[src/rtl/if_stage_unit_pkg.sv]
// rtl/if_stage_unit_pkg.sv - shared fetch-stage constants, fetch action type and its decoder
package if_stage_unit_pkg;

    // Pipeline datapath width (PC and instruction)
    localparam int PIPE_N = 32;

    // All-zero word decodes as sll r0,r0,0 and is what a squashed IF/ID holds
    localparam logic [31:0] NOP_INSTR = 32'h0000_0000;

    // Sequential fetch advances one 32-bit word
    localparam int PC_STEP = 4;

    // What the fetch stage does at the coming clock edge
    typedef enum logic [2:0] {
        FETCH_NORMAL      = 3'd0,  // advance PC, capture instruction
        FETCH_FREEZE      = 3'd1,  // hold PC and IF/ID
        FETCH_SQUASH_STEP = 3'd2,  // squash IF/ID, advance PC
        FETCH_SQUASH_HOLD = 3'd3,  // squash IF/ID, hold PC
        FETCH_REDIRECT    = 3'd4   // squash IF/ID, load branch target
    } fetch_op_e;

    // Priority: branch over flush over freeze over normal
    function automatic fetch_op_e fetch_decode(input logic branch_taken,
                                               input logic flush,
                                               input logic freeze);
        if (branch_taken) begin
            return FETCH_REDIRECT;
        end else if (flush) begin
            return freeze ? FETCH_SQUASH_HOLD : FETCH_SQUASH_STEP;
        end else if (freeze) begin
            return FETCH_FREEZE;
        end
        return FETCH_NORMAL;
    endfunction

endpackage

[src/rtl/if_stage_unit_if.sv]
// rtl/if_stage_unit_if.sv - control, instruction memory and IF/ID signals of the fetch stage
interface if_stage_unit_if
    import if_stage_unit_pkg::*;
#(
    parameter int n = PIPE_N
);

    logic         freeze;
    logic         branch_taken;
    logic [n-1:0] branch_target;
    logic         flush;
    logic [n-1:0] instruction_in;
    logic [n-1:0] pc_out;
    logic [n-1:0] ifid_pc;
    logic [n-1:0] ifid_instruction;
    logic         ifid_valid;

    // Hazard unit, EX/ID and instruction memory side
    modport master (
        output freeze,
        output branch_taken,
        output branch_target,
        output flush,
        output instruction_in,
        input  pc_out,
        input  ifid_pc,
        input  ifid_instruction,
        input  ifid_valid
    );

    // Fetch stage side
    modport slave (
        input  freeze,
        input  branch_taken,
        input  branch_target,
        input  flush,
        input  instruction_in,
        output pc_out,
        output ifid_pc,
        output ifid_instruction,
        output ifid_valid
    );

endinterface

[src/rtl/if_stage_unit_pc_register.sv]
// rtl/if_stage_unit_pc_register.sv - program counter register with load enable
module if_stage_unit_pc_register
    import if_stage_unit_pkg::*;
#(
    parameter int           n        = PIPE_N,
    parameter logic [n-1:0] RESET_PC = '0
) (
    input  logic         clk,
    input  logic         rst,
    input  logic         load_en_i,
    input  logic [n-1:0] load_value_i,
    output logic [n-1:0] pc_o
);

    logic [n-1:0] pc_q;
    logic [n-1:0] pc_d;

    // Next PC: take the load value when enabled, otherwise hold
    always_comb begin
        pc_d = pc_q;
        if (load_en_i) begin
            pc_d = load_value_i;
        end
    end

    // PC state, returns to RESET_PC immediately on reset
    always_ff @(posedge clk or negedge rst) begin
        if (!rst) begin
            pc_q <= RESET_PC;
        end else begin
            pc_q <= pc_d;
        end
    end

    assign pc_o = pc_q;

endmodule

[src/rtl/if_stage_unit.sv]
// rtl/if_stage_unit.sv - MIPS instruction fetch stage: PC, PC+4 and IF/ID register
module if_stage_unit
    import if_stage_unit_pkg::*;
#(
    parameter int           n        = PIPE_N,
    parameter logic [n-1:0] RESET_PC = '0
) (
    input  logic                 clk,
    input  logic                 rst,
    if_stage_unit_if.slave       bus
);

    logic [n-1:0] pc;
    logic [n-1:0] pc_plus4;
    logic         pc_load;
    logic [n-1:0] pc_load_value;
    fetch_op_e    fetch_op;

    logic [n-1:0] ifid_pc_q;
    logic [n-1:0] ifid_pc_d;
    logic [n-1:0] ifid_instruction_q;
    logic [n-1:0] ifid_instruction_d;
    logic         ifid_valid_q;
    logic         ifid_valid_d;

    if_stage_unit_pc_register #(
        .n        (n),
        .RESET_PC (RESET_PC)
    ) u_pc_register (
        .clk          (clk),
        .rst          (rst),
        .load_en_i    (pc_load),
        .load_value_i (pc_load_value),
        .pc_o         (pc)
    );

    // Wraps silently modulo 2^n
    assign pc_plus4 = pc + n'(PC_STEP);

    assign fetch_op = fetch_decode(bus.branch_taken, bus.flush, bus.freeze);

    // PC update and IF/ID next state; instruction_in is only looked at on a normal fetch
    // so an undriven memory word during freeze or squash never reaches IF/ID
    always_comb begin
        pc_load            = 1'b0;
        pc_load_value      = pc_plus4;
        ifid_pc_d          = ifid_pc_q;
        ifid_instruction_d = ifid_instruction_q;
        ifid_valid_d       = ifid_valid_q;
        case (fetch_op)
            FETCH_NORMAL: begin
                pc_load            = 1'b1;
                ifid_pc_d          = pc_plus4;
                ifid_instruction_d = bus.instruction_in;
                ifid_valid_d       = 1'b1;
            end
            FETCH_FREEZE: begin
                pc_load = 1'b0;
            end
            FETCH_SQUASH_STEP: begin
                pc_load            = 1'b1;
                ifid_pc_d          = '0;
                ifid_instruction_d = n'(NOP_INSTR);
                ifid_valid_d       = 1'b0;
            end
            FETCH_SQUASH_HOLD: begin
                ifid_pc_d          = '0;
                ifid_instruction_d = n'(NOP_INSTR);
                ifid_valid_d       = 1'b0;
            end
            FETCH_REDIRECT: begin
                // Low two target bits are forced to zero to keep PC word-aligned
                pc_load            = 1'b1;
                pc_load_value      = bus.branch_target & ~n'(3);
                ifid_pc_d          = '0;
                ifid_instruction_d = n'(NOP_INSTR);
                ifid_valid_d       = 1'b0;
            end
            default: begin
                pc_load = 1'b0;
            end
        endcase
    end

    // IF/ID pipeline register, cleared immediately on reset
    always_ff @(posedge clk or negedge rst) begin
        if (!rst) begin
            ifid_pc_q          <= '0;
            ifid_instruction_q <= '0;
            ifid_valid_q       <= 1'b0;
        end else begin
            ifid_pc_q          <= ifid_pc_d;
            ifid_instruction_q <= ifid_instruction_d;
            ifid_valid_q       <= ifid_valid_d;
        end
    end

    assign bus.pc_out           = pc;
    assign bus.ifid_pc          = ifid_pc_q;
    assign bus.ifid_instruction = ifid_instruction_q;
    assign bus.ifid_valid       = ifid_valid_q;

endmodule

[src/flat_wrapper.sv]
// flat-port wrapper written by rule: the top's interface ports become plain ports
module if_stage_unit_flat import if_stage_unit_pkg::*;
#(
    parameter int           n        = PIPE_N,
    parameter logic [n-1:0] RESET_PC = '0
)
  (clk, rst, bus_freeze, bus_branch_taken, bus_branch_target, bus_flush, bus_instruction_in, bus_pc_out, bus_ifid_pc, bus_ifid_instruction, bus_ifid_valid);
  if_stage_unit_if #(.n(n)) bus_i ();
  input  logic clk;
  input  logic rst;
  input wire logic [$bits(bus_i.freeze)-1:0] bus_freeze;
  input wire logic [$bits(bus_i.branch_taken)-1:0] bus_branch_taken;
  input wire logic [$bits(bus_i.branch_target)-1:0] bus_branch_target;
  input wire logic [$bits(bus_i.flush)-1:0] bus_flush;
  input wire logic [$bits(bus_i.instruction_in)-1:0] bus_instruction_in;
  output wire logic [$bits(bus_i.pc_out)-1:0] bus_pc_out;
  output wire logic [$bits(bus_i.ifid_pc)-1:0] bus_ifid_pc;
  output wire logic [$bits(bus_i.ifid_instruction)-1:0] bus_ifid_instruction;
  output wire logic [$bits(bus_i.ifid_valid)-1:0] bus_ifid_valid;
  assign bus_i.freeze = bus_freeze;
  assign bus_i.branch_taken = bus_branch_taken;
  assign bus_i.branch_target = bus_branch_target;
  assign bus_i.flush = bus_flush;
  assign bus_i.instruction_in = bus_instruction_in;
  assign bus_pc_out = bus_i.pc_out;
  assign bus_ifid_pc = bus_i.ifid_pc;
  assign bus_ifid_instruction = bus_i.ifid_instruction;
  assign bus_ifid_valid = bus_i.ifid_valid;
  if_stage_unit #(.n(n), .RESET_PC(RESET_PC)) u_core (.clk(clk), .rst(rst), .bus(bus_i));
endmodule
[config.mk]
export PLATFORM = sky130hd
export DESIGN_NAME = if_stage_unit_flat
export DESIGN_NICKNAME = d
export VERILOG_FILES = /design/src/rtl/if_stage_unit_pkg.sv /design/src/rtl/if_stage_unit_if.sv /design/src/rtl/if_stage_unit_pc_register.sv /design/src/rtl/if_stage_unit.sv /design/src/flat_wrapper.sv
export SDC_FILE = /design/constraint.sdc
export NUM_CORES = 1
export LEC_CHECK = 0
export BUFFER_PORTS_ARGS = -buffer_cell sky130_fd_sc_hd__buf_4
export CAP_MARGIN = 20
export CORE_ASPECT_RATIO = 1.25
export CORE_MARGIN = 2
export CORE_UTILIZATION = 45
export DETAILED_ROUTE_END_ITERATION = 10
export GPL_ROUTABILITY_DRIVEN = 0
export GPL_TIMING_DRIVEN = 0
export PLACE_DENSITY = 0.74
export RECOVER_POWER = 50
export SKIP_LAST_GASP = 1
export SYNTH_ARGS = -nofsm -noshare
export SYNTH_HDL_FRONTEND = slang
export SYNTH_SLANG_ARGS = --single-unit
[constraint.sdc]
create_clock -name clk -period 2.45 [get_ports clk]
set_input_delay 0.3675 -clock clk [delete_from_list [all_inputs] [get_ports clk]]
set_output_delay 0.3675 -clock clk [all_outputs]
set_load 0.02 [all_outputs]
==> metrics.cfg <==
[outcome]
status=finished clean

[routing]
ant_nets=0
wirelength_um=12240
vias_per_cell=5.225
wl_per_cell_um=16.56
via_count=3861
drt_iter0_markers=134
route.detailed.drc=0
dr.pass1.iters=4

[critical_path]
endpoint=u_core.u_pc_register.pc_o[20]
crit_family=simple AND/OR/NAND/NOR gates
crit_path_end_kind=register
arrival_ps=2480
r2r-start=u_core.u_pc_register.pc_o[2]
reg2reg_depth=6
r2r-end=u_core.u_pc_register.pc_o[20]
r2r_setup_slack_ps=230
cp-start-kind=register
crit_chain=ha_1, nand3_2, nor3_2, nand4_1, or3_1, a31oi_1
path_class=reg2reg
cp.depth=6
crit_slowest_cell=nor3_2
cp.required_ps=2710
worstSetupStartpoint=u_core.u_pc_register.pc_o[2]
slowest_delay_ps=460
cp_num_buf_inv=0
cp_max_fo=7

[synth]
syn_area_mm2=0.004414
synthTopCellsByArea=dfrtp_1 (53%), a22o_1 (6.5%), nand2_1 (6.4%), xor2_1 (6.0%), o21ai_0 (5.7%)
synth_xor_area_frac=0.1091
synth_commonest_cells=dfrtp_1 (93), nand2_1 (75), o21ai_0 (50)
synth_top_family_by_area=simple AND/OR/NAND/NOR gates
ys_seq_elements=93
synth_cells=434
synth-seq-area-share=0.5272
yosysMostFrequentCell=dfrtp_1
synthMuxAreaShare=0.004819
synthSimpleGateAreaFrac=0.1791
synth_edf_count=0
yosysTopAreaCellShare=0.5272
synthDistinctLibCells=40
yosysTopAreaCell=dfrtp_1
avgSynthCellArea_um2=10.17
synthFlopType=dfrtp_1
synthAdderAreaFrac=0.002834
yosysWarnings=0
synth-compound-area-share=0.1375
async_reset_ff_frac=1.000

[layout]
antennaDiodeCount=0
seq_area_mm2=0.002327
nFillCells=853
drive_above_1_share=0.2480
syn_to_final_growth_pct=33.76
nNetsFinal=678
multi_input_area_mm2=0.001934
post-route-util=0.6177

[floorplan]
start_util=0.4618
rows=40
die_w_um=92.59
ios=166
chipHeight_um=114.7
coreArea_mm2=0.009559
die-area_mm2=0.01062

[grt]
grt_pass1_vias=3834
grt_pass1_wl_um=19380
antenna_found_initial=0
grtUsageTotal=0.2330
gr-total-overflow=0
grt_max_degree=50

[clock_tree]
post_cts_buffers=0
root_buffer=clkbuf_16
clk_latency_ps=340
numCtsBuffers=9
cts.repair.resized=0
htreeDepth=3
clkTransAtPathRegs_ps=60
max-clock-path-buffers=2
cts-hold-fix-buffers=0
tritoncts=yes
cts.sinks=93

[timing]
clock-skew-final_ps=5.219
fin_crit_ps=2224
max_slew_margin=0.2305
fmax_ghz=0.4496
worst_slew_pin_slew_ps=1154
drv_slew=0
tns_ps=0
final_hold_viol_count=0
timing.final.crit_share=0.9078
rsz0062_at_grt=false
setup_violations=0

[hold_path]
min_path_type=in2reg

[pwr]
ir_worst_vdd_mv=0.4528
power_mw=3.663
p_per_area_mw_per_mm2=620.4
p_leak_nw=2.640

[run]
cap_viol_max_count=0

[place]
io_buffers=159
dp_hpwl_um=9235

## where the power goes
group | internal, mW | switching [mW]
Clock | 0.800 | 0.543
Sequential | 1.62 | 0.107
Combinational | 0.254 | 0.341
## flip-flops by register name, summed over array words and instances (netlist names)
register and count:
u_core.bus.ifid_valid 1, u_core.bus.ifid_pc 30, u_core.bus.ifid_instruction 32, u_core.u_pc_register.pc_o 30
## through the flow
stage               worst slack [ps]  hold slack (ps)  std cells  cell area (um2)
floorplan                      452.7            71.91        437             4425
global placement               280.1            464.6        722             5777
detailed placement             180.3            426.2        723             5804
CTS                            153.0            61.17        739             6096
global route                   11.08            206.3        739             5904
finish                         225.8            210.7        739             5904
## kinds of logic after synthesis
kind of cell	count (synthesis)
other cells	1
mux	2
buf+inv	35
compound gates	94
flops	93
fa+ha+maj	1
xor+xnor	55
simple gates	153
## final cells by class
cell class                      count  area share
Buffer                             31     0.02628
Clock buffer                       16     0.04937
Timing Repair Buffer              160      0.1733
Inverter                            4    0.002543
Tap cell                          126     0.02670
Multi-Input combinational cell    309      0.3276
Sequential cell                    93      0.3942
## cell usage in the layout (no fill, tap or decap), drive strengths merged, types with 15 or more instances in the layout
cell    instances
xor2           30
nor2           16
o21ai          58
a22o           33
clkbuf         85
nand4          15
xnor2          25
buf           120
nand2          75
dfrtp          93
## how the worst min path moves through the flow
stage	startpoint	endpoint	slack, ps	depth (start not counted)
finish	bus_flush	u_core.bus.ifid_valid	210	2
global route	bus_flush	u_core.bus.ifid_valid	210	2
CTS	rst	u_core.bus.ifid_instruction[0]	60	1
detailed placement	rst	u_core.bus.ifid_instruction[0]	430	1
global placement	u_core.bus.ifid_pc[2]	u_core.bus.ifid_pc[2]	460	2
floorplan	rst	u_core.bus.ifid_instruction[0]	70	0
## layer usage
metal  GRT usage  up-vias  routed length (um)
met4      0.1144        0                 251
met2      0.3835      150                6013
met1      0.3015     1847                5232
li1            -     1847                   -
met5           0        -                   0
met3     0.03670       17                 740
(Power assumes the default switching activity.)
